`config.mk`:
```
export PLATFORM = sky130hd
export DESIGN_NAME = man_tx_queue_flat
export DESIGN_NICKNAME = d
export VERILOG_FILES = /design/src/rtl/man_tx_queue_if.sv /design/src/rtl/man_tx_queue.sv /design/src/flat_wrapper.sv
export SDC_FILE = /design/constraint.sdc
export NUM_CORES = 1
export LEC_CHECK = 0
export ABC_AREA = 1
export CAP_MARGIN = 20
export CORE_ASPECT_RATIO = 1.5
export CORE_MARGIN = 2
export CORE_UTILIZATION = 60
export DETAILED_ROUTE_END_ITERATION = 10
export PLACE_DENSITY = 0.91
export SYNTH_ARGS = -nofsm -noshare
export SYNTH_HDL_FRONTEND = slang
export SYNTH_SLANG_ARGS = --single-unit
export TNS_END_PERCENT = 10
```
`constraint.sdc`:
```
create_clock -name clk_in -period 4.5 [get_ports clk_in]
set_input_delay 0.9 -clock clk_in [delete_from_list [all_inputs] [get_ports clk_in]]
set_output_delay 0.9 -clock clk_in [all_outputs]
set_load 0.03 [all_outputs]
```
`src/rtl/man_tx_queue_if.sv`:
```
// Bundle between the SPI word source, the Manchester encoder and the TX queue.
// Valid/ready semantics: wr_flag is a one-cycle strobe that carries wr_data and is never back-pressured.
// enc_start is a one-cycle launch that carries enc_data; the encoder acknowledges it by raising enc_busy.
interface man_tx_queue_if #(
    parameter int DEPTH = 4
);
    localparam int CNT_W = $clog2(DEPTH) + 1;

    logic             wr_flag;
    logic [0:15]      wr_data;
    logic             enc_busy;
    logic             enc_start;
    logic [0:15]      enc_data;
    logic [CNT_W-1:0] fifo_count;
    logic             full;
    logic             empty;
    logic             overflow;
    logic             ack_err;
    logic [2:0]       dbg_state;

    modport master (
        output wr_flag,
        output wr_data,
        output enc_busy,
        input  enc_start,
        input  enc_data,
        input  fifo_count,
        input  full,
        input  empty,
        input  overflow,
        input  ack_err,
        input  dbg_state
    );

    modport slave (
        input  wr_flag,
        input  wr_data,
        input  enc_busy,
        output enc_start,
        output enc_data,
        output fifo_count,
        output full,
        output empty,
        output overflow,
        output ack_err,
        output dbg_state
    );
endinterface

```
`src/rtl/man_tx_queue.sv`:
```
// Queues 16-bit words from the SPI receiver and launches them one at a time into a
// Manchester encoder, with an acknowledge timeout and a fixed inter-frame gap.
module man_tx_queue #(
    parameter int DEPTH       = 4,
    parameter int GAP_CYCLES  = 36,
    parameter int ACK_TIMEOUT = 15
) (
    input  logic          clk_in,
    input  logic          rst,
    man_tx_queue_if.slave bus
);
    localparam int PTR_W = $clog2(DEPTH);
    localparam int CNT_W = PTR_W + 1;
    localparam int ACK_W = $clog2(ACK_TIMEOUT + 1);
    localparam int GAP_W = $clog2(GAP_CYCLES + 1);

    localparam logic [CNT_W-1:0] DEPTH_C  = CNT_W'(DEPTH);
    localparam logic [ACK_W-1:0] ACK_LAST = ACK_W'(ACK_TIMEOUT - 1);
    localparam logic [GAP_W-1:0] GAP_LAST = GAP_W'(GAP_CYCLES - 1);

    typedef enum logic [2:0] {
        S_IDLE      = 3'd0,
        S_START     = 3'd1,
        S_WAIT_ACK  = 3'd2,
        S_WAIT_DONE = 3'd3,
        S_GAP       = 3'd4
    } state_e;

    state_e           state_q,     state_d;
    logic [PTR_W-1:0] wr_ptr_q,    wr_ptr_d;
    logic [PTR_W-1:0] rd_ptr_q,    rd_ptr_d;
    logic [CNT_W-1:0] count_q,     count_d;
    logic             enc_start_q, enc_start_d;
    logic [0:15]      enc_data_q,  enc_data_d;
    logic [ACK_W-1:0] ack_tmr_q,   ack_tmr_d;
    logic [GAP_W-1:0] gap_tmr_q,   gap_tmr_d;
    logic             overflow_q,  overflow_d;
    logic             ack_err_q,   ack_err_d;

    logic [0:15]      mem_q [DEPTH];

    logic             fifo_full;
    logic             fifo_empty;
    logic             push;
    logic             pop;
    logic             drop;

    assign fifo_full  = (count_q == DEPTH_C);
    assign fifo_empty = (count_q == '0);

    // Launch sequencer; pop is asserted only from IDLE so the FIFO logic can see it.
    always_comb begin
        state_d     = state_q;
        enc_start_d = 1'b0;
        enc_data_d  = enc_data_q;
        ack_tmr_d   = ack_tmr_q;
        gap_tmr_d   = gap_tmr_q;
        ack_err_d   = ack_err_q;
        pop         = 1'b0;
        case (state_q)
            S_IDLE: begin
                if (!fifo_empty) begin
                    pop         = 1'b1;
                    enc_data_d  = mem_q[rd_ptr_q];
                    enc_start_d = 1'b1;
                    state_d     = S_START;
                end
            end
            S_START: begin
                ack_tmr_d = '0;
                state_d   = S_WAIT_ACK;
            end
            S_WAIT_ACK: begin
                if (bus.enc_busy) begin
                    state_d = S_WAIT_DONE;
                end else if (ack_tmr_q == ACK_LAST) begin
                    ack_err_d = 1'b1;
                    gap_tmr_d = '0;
                    state_d   = S_GAP;
                end else begin
                    ack_tmr_d = ack_tmr_q + ACK_W'(1);
                end
            end
            S_WAIT_DONE: begin
                if (!bus.enc_busy) begin
                    gap_tmr_d = '0;
                    state_d   = S_GAP;
                end
            end
            S_GAP: begin
                if (gap_tmr_q == GAP_LAST) begin
                    state_d = S_IDLE;
                end else begin
                    gap_tmr_d = gap_tmr_q + GAP_W'(1);
                end
            end
            default: state_d = S_IDLE;
        endcase
    end

    // A pop in the same cycle frees the slot, so a write on a full FIFO still lands.
    always_comb begin
        push       = bus.wr_flag && (!fifo_full || pop);
        drop       = bus.wr_flag && fifo_full && !pop;
        wr_ptr_d   = push ? wr_ptr_q + PTR_W'(1) : wr_ptr_q;
        rd_ptr_d   = pop  ? rd_ptr_q + PTR_W'(1) : rd_ptr_q;
        count_d    = count_q;
        overflow_d = overflow_q | drop;
        case ({push, pop})
            2'b10:   count_d = count_q + CNT_W'(1);
            2'b01:   count_d = count_q - CNT_W'(1);
            default: count_d = count_q;
        endcase
    end

    always_ff @(posedge clk_in or negedge rst) begin
        if (!rst) begin
            state_q     <= S_IDLE;
            wr_ptr_q    <= '0;
            rd_ptr_q    <= '0;
            count_q     <= '0;
            enc_start_q <= 1'b0;
            enc_data_q  <= 16'h0000;
            ack_tmr_q   <= '0;
            gap_tmr_q   <= '0;
            overflow_q  <= 1'b0;
            ack_err_q   <= 1'b0;
        end else begin
            state_q     <= state_d;
            wr_ptr_q    <= wr_ptr_d;
            rd_ptr_q    <= rd_ptr_d;
            count_q     <= count_d;
            enc_start_q <= enc_start_d;
            enc_data_q  <= enc_data_d;
            ack_tmr_q   <= ack_tmr_d;
            gap_tmr_q   <= gap_tmr_d;
            overflow_q  <= overflow_d;
            ack_err_q   <= ack_err_d;
        end
    end

    // Storage carries no reset; empty slots are never read.
    always_ff @(posedge clk_in) begin
        if (push) begin
            mem_q[wr_ptr_q] <= bus.wr_data;
        end
    end

    assign bus.enc_start  = enc_start_q;
    assign bus.enc_data   = enc_data_q;
    assign bus.fifo_count = count_q;
    assign bus.full       = fifo_full;
    assign bus.empty      = fifo_empty;
    assign bus.overflow   = overflow_q;
    assign bus.ack_err    = ack_err_q;
    assign bus.dbg_state  = state_q;
endmodule

```
`src/flat_wrapper.sv`:
```
// flat-port wrapper written by rule: the top's interface ports become plain ports
module man_tx_queue_flat 
#(
    parameter int DEPTH       = 4,
    parameter int GAP_CYCLES  = 36,
    parameter int ACK_TIMEOUT = 15
)
  (clk_in, rst, bus_wr_flag, bus_wr_data, bus_enc_busy, bus_enc_start, bus_enc_data, bus_fifo_count, bus_full, bus_empty, bus_overflow, bus_ack_err, bus_dbg_state);
  man_tx_queue_if #(.DEPTH(DEPTH)) bus_i ();
  input  logic clk_in;
  input  logic rst;
  input wire logic [$bits(bus_i.wr_flag)-1:0] bus_wr_flag;
  input wire logic [$bits(bus_i.wr_data)-1:0] bus_wr_data;
  input wire logic [$bits(bus_i.enc_busy)-1:0] bus_enc_busy;
  output wire logic [$bits(bus_i.enc_start)-1:0] bus_enc_start;
  output wire logic [$bits(bus_i.enc_data)-1:0] bus_enc_data;
  output wire logic [$bits(bus_i.fifo_count)-1:0] bus_fifo_count;
  output wire logic [$bits(bus_i.full)-1:0] bus_full;
  output wire logic [$bits(bus_i.empty)-1:0] bus_empty;
  output wire logic [$bits(bus_i.overflow)-1:0] bus_overflow;
  output wire logic [$bits(bus_i.ack_err)-1:0] bus_ack_err;
  output wire logic [$bits(bus_i.dbg_state)-1:0] bus_dbg_state;
  assign bus_i.wr_flag = bus_wr_flag;
  assign bus_i.wr_data = bus_wr_data;
  assign bus_i.enc_busy = bus_enc_busy;
  assign bus_enc_start = bus_i.enc_start;
  assign bus_enc_data = bus_i.enc_data;
  assign bus_fifo_count = bus_i.fifo_count;
  assign bus_full = bus_i.full;
  assign bus_empty = bus_i.empty;
  assign bus_overflow = bus_i.overflow;
  assign bus_ack_err = bus_i.ack_err;
  assign bus_dbg_state = bus_i.dbg_state;
  man_tx_queue #(.DEPTH(DEPTH), .GAP_CYCLES(GAP_CYCLES), .ACK_TIMEOUT(ACK_TIMEOUT)) u_core (.clk_in(clk_in), .rst(rst), .bus(bus_i));
endmodule
```
==> results.cfg <==
[status]
status = completed

[synthesis]
synth-seq-area-share_pct = 67.4
synth_edf_count = 64
synth.avg_cell_area_um2 = 11.3
ys_async_sr_fraction_pct = 37.9
synthFlopType = edfxtp_1
syn_nets = 410
ys_ff_latch = 103
synth_cells = 381
synth.cell_area_um2 = 4300
ys_warn_count = 0
yosys.cell_types.count = 31

[detailed_routing]
dr.pass1.iters = 5
wl_mm = 7.88
vias = 2899
ant_nets = 0
drtIter0Drc = 246
post_drt_wl_per_cell_um = 15.4
vias_per_cell = 5.65
drc_errors = 0

[finish]
layout_commonest_cell = nor2_1
n_antenna_cell = 0
stdcell_area_um2 = 5020
final_cell_mix = nor2_1 (96), edfxtp_1 (64), clkdlybuf4s50_1 (45)
area_growth_pct = 16.9
nFillCells = 460
layout-drive-gt1-share_pct = 9.66
fin_nets = 459

[clock_network]
ctsResizeCount = 0
clock-sinks = 103
clk_path_buf_depth = 2
cts_hold_buf = 0
root_buffer = clkbuf_8
worstSkewPairLatency_ps = 370
tritoncts = yes
htreeDepth = 3
postCtsSetupBuffers = 0
path_clk_slew_ps = 100
cts_buffers = 9

[hold_path]
holdPathStages = 1
hold_class = register to register

[power_and_ir_drop]
switching_share_pct = 40.8
power_frac_seq_pct = 41.9
combPwrFrac_pct = 41.2
internal_power_w = 0.00208
leakage_nw = 1.98
clkPwrFrac_pct = 17.0
power_density_nw_per_um2 = 698
p_sw_w = 0.00143
vdd_ir_drop_max_uv = 412

[global_routing]
grt_usage_pct = 22.1
grt_pass1_vias = 3025
antenna_found_initial = 0
grt_pass1_wl_mm = 12.9
overflow = 0
grt_max_degree = 40

[worst_setup_path]
slowest_stage = clkdlybuf4s50_1
slowest_delay_ps = 740
worstPathArrival_ps = 1870
path_max_fanout = 4
criticalPathCategory = register to output pin
required_ps = 3600
crit_path_cell_trace = nor3_1 -> clkdlybuf4s50_1
cp-start-kind = register
rr_worst_depth = 9
end_kind = output pin

[timing]
setup_viol = 0
maxSlewViolCount = 0
layout_min_cycle_time_ps = 2770
worst_slew_pin_slew_ps = 892
max_freq_mhz = 361
grt_setup_unrepaired = false
setup_tns_ps = 0
slew_headroom_pct = 40.4
fin_crit_sh_pct = 61.5
hold_violations = 0
fin_skew_ps = 17.3

[floorplan]
die_y_um = 108
dieArea_um2 = 7870
std_cell_rows = 37
floorplan.initialDensity_pct = 62.3
fp.dieW_um = 73.1
io_pins = 47
core_area_um2 = 6900

[place]
placed_cell_area_um2 = 4800
portBuffers = 46
gp_congestion = 0.789
place_hpwl_mm = 5.20

[flow_run]
maxCapViolations = 0
through the flow:
step | power (W) | util (%) | cells | hold slack, ps | worst slack, ps
2_1_floorplan | 0.00247 | - | 381 | 484 | 1740
3_3_place_gp | 0.00284 | 69.6 | 496 | 454 | 1890
3_5_place_dp | 0.00293 | 69.6 | 496 | 461 | 1850
4_1_cts | 0.00351 | 72.6 | 512 | 482 | 1710
5_1_grt | 0.00374 | 72.8 | 513 | 500 | 1640
6_report | 0.00351 | 72.8 | 513 | 479 | 1730
layer usage:
metal | wire (um) | global-route usage, %
met1 | 2900 | 24.5
met4 | 173 | 10.3
met2 | 4340 | 39.4
met3 | 466 | 4.49
met5 | 0 | 0
worst max-delay path, delay by kind of cell, from the launching register on:
family,cells,cell delay [ps]
buffers and inverters,1,740
flip-flops,1,440
AND/OR/NAND/NOR,1,330
power groups by stage:
stage	clock, W	combinational (W)	sequential [W]
after global routing	0.000636	0.00160	0.00150
after global placement	0	0.00135	0.00149
after floorplan	0	0.000847	0.00162
after detailed placement	0	0.00142	0.00151
final	0.000596	0.00144	0.00147
after CTS	0.000597	0.00142	0.00149
final cells by class:
class	count	area [um2]	share of cell area, %
clock buffers	10	128	2.54
clock inverters	6	77.6	1.54
inverters	26	97.6	1.94
multi-input cells	239	1220	24.4
flip-flops and latches	103	2900	57.7
well taps	78	97.6	1.94
repair buffers	51	500	9.96
path summary, 6_finish.rpt:
kind | startpoint | slack (ps) | endpoint
worst max-delay path | u_core.bus.fifo_count[0]$_DFFE_PN0P_ | 1730 | bus_full
min in group asynchronous | rst | 640 | u_core.bus.fifo_count[0]$_DFFE_PN0P_
worst max register to register | u_core.bus.dbg_state[0]$_DFFE_PN0P_ | 2140 | u_core.bus.fifo_count[2]$_DFFE_PN0P_
max in group asynchronous | rst | 3300 | u_core.ack_tmr_q[0]$_DFFE_PN0P_
worst min register to register | u_core.bus.overflow$_DFF_PN0_ | 480 | u_core.bus.overflow$_DFF_PN0_
worst min-delay path | u_core.bus.overflow$_DFF_PN0_ | 480 | u_core.bus.overflow$_DFF_PN0_
sequential cells by signal (all words and copies together), names as in the netlist:
register / cells
u_core.mem_q: 64
u_core.bus.enc_data: 16
u_core.gap_tmr_q: 6
u_core.ack_tmr_q: 4
u_core.bus.dbg_state: 3
u_core.bus.fifo_count: 3
u_core.rd_ptr_q: 2
u_core.wr_ptr_q: 2
u_core.bus.ack_err: 1
u_core.bus.enc_start: 1
u_core.bus.overflow: 1
logic make-up (layout without fill, tap and decap cells):
group                    Yosys count  after routing  synth area share [%]
AND/OR/NAND/NOR                  165            165                  17.0
flip-flops                       103            103                  67.4
AO/OA/AOI/OAI                     59             59                  7.48
buffers and inverters             39             93                  4.10
adder cells (fa/ha/maj)            9              9                  2.79
XOR/XNOR                           6              6                  1.22
cells in the mapped netlist, types with 2 or more instances:
library cell | number | area, um2
nor2_1 | 96 | 360
edfxtp_1 | 64 | 1920
dfrtp_1 | 39 | 976
o21ai_0 | 36 | 180
nand2_1 | 35 | 131
inv_1 | 20 | 75.1
a31oi_1 | 16 | 100
nand3_1 | 13 | 65.1
ha_1 | 8 | 100
nand2_2 | 7 | 43.8
buf_2 | 6 | 30.0
inv_2 | 6 | 22.5
xor2_1 | 5 | 43.8
a21oi_1 | 4 | 20.0
clkbuf_2 | 3 | 15.0
nand3b_1 | 3 | 22.5
buf_6 | 2 | 22.5
nand2_4 | 2 | 22.5
nand4_1 | 2 | 12.5
nor2_4 | 2 | 22.5
nor3_1 | 2 | 10.0
Power figures use the tool's default switching activity.
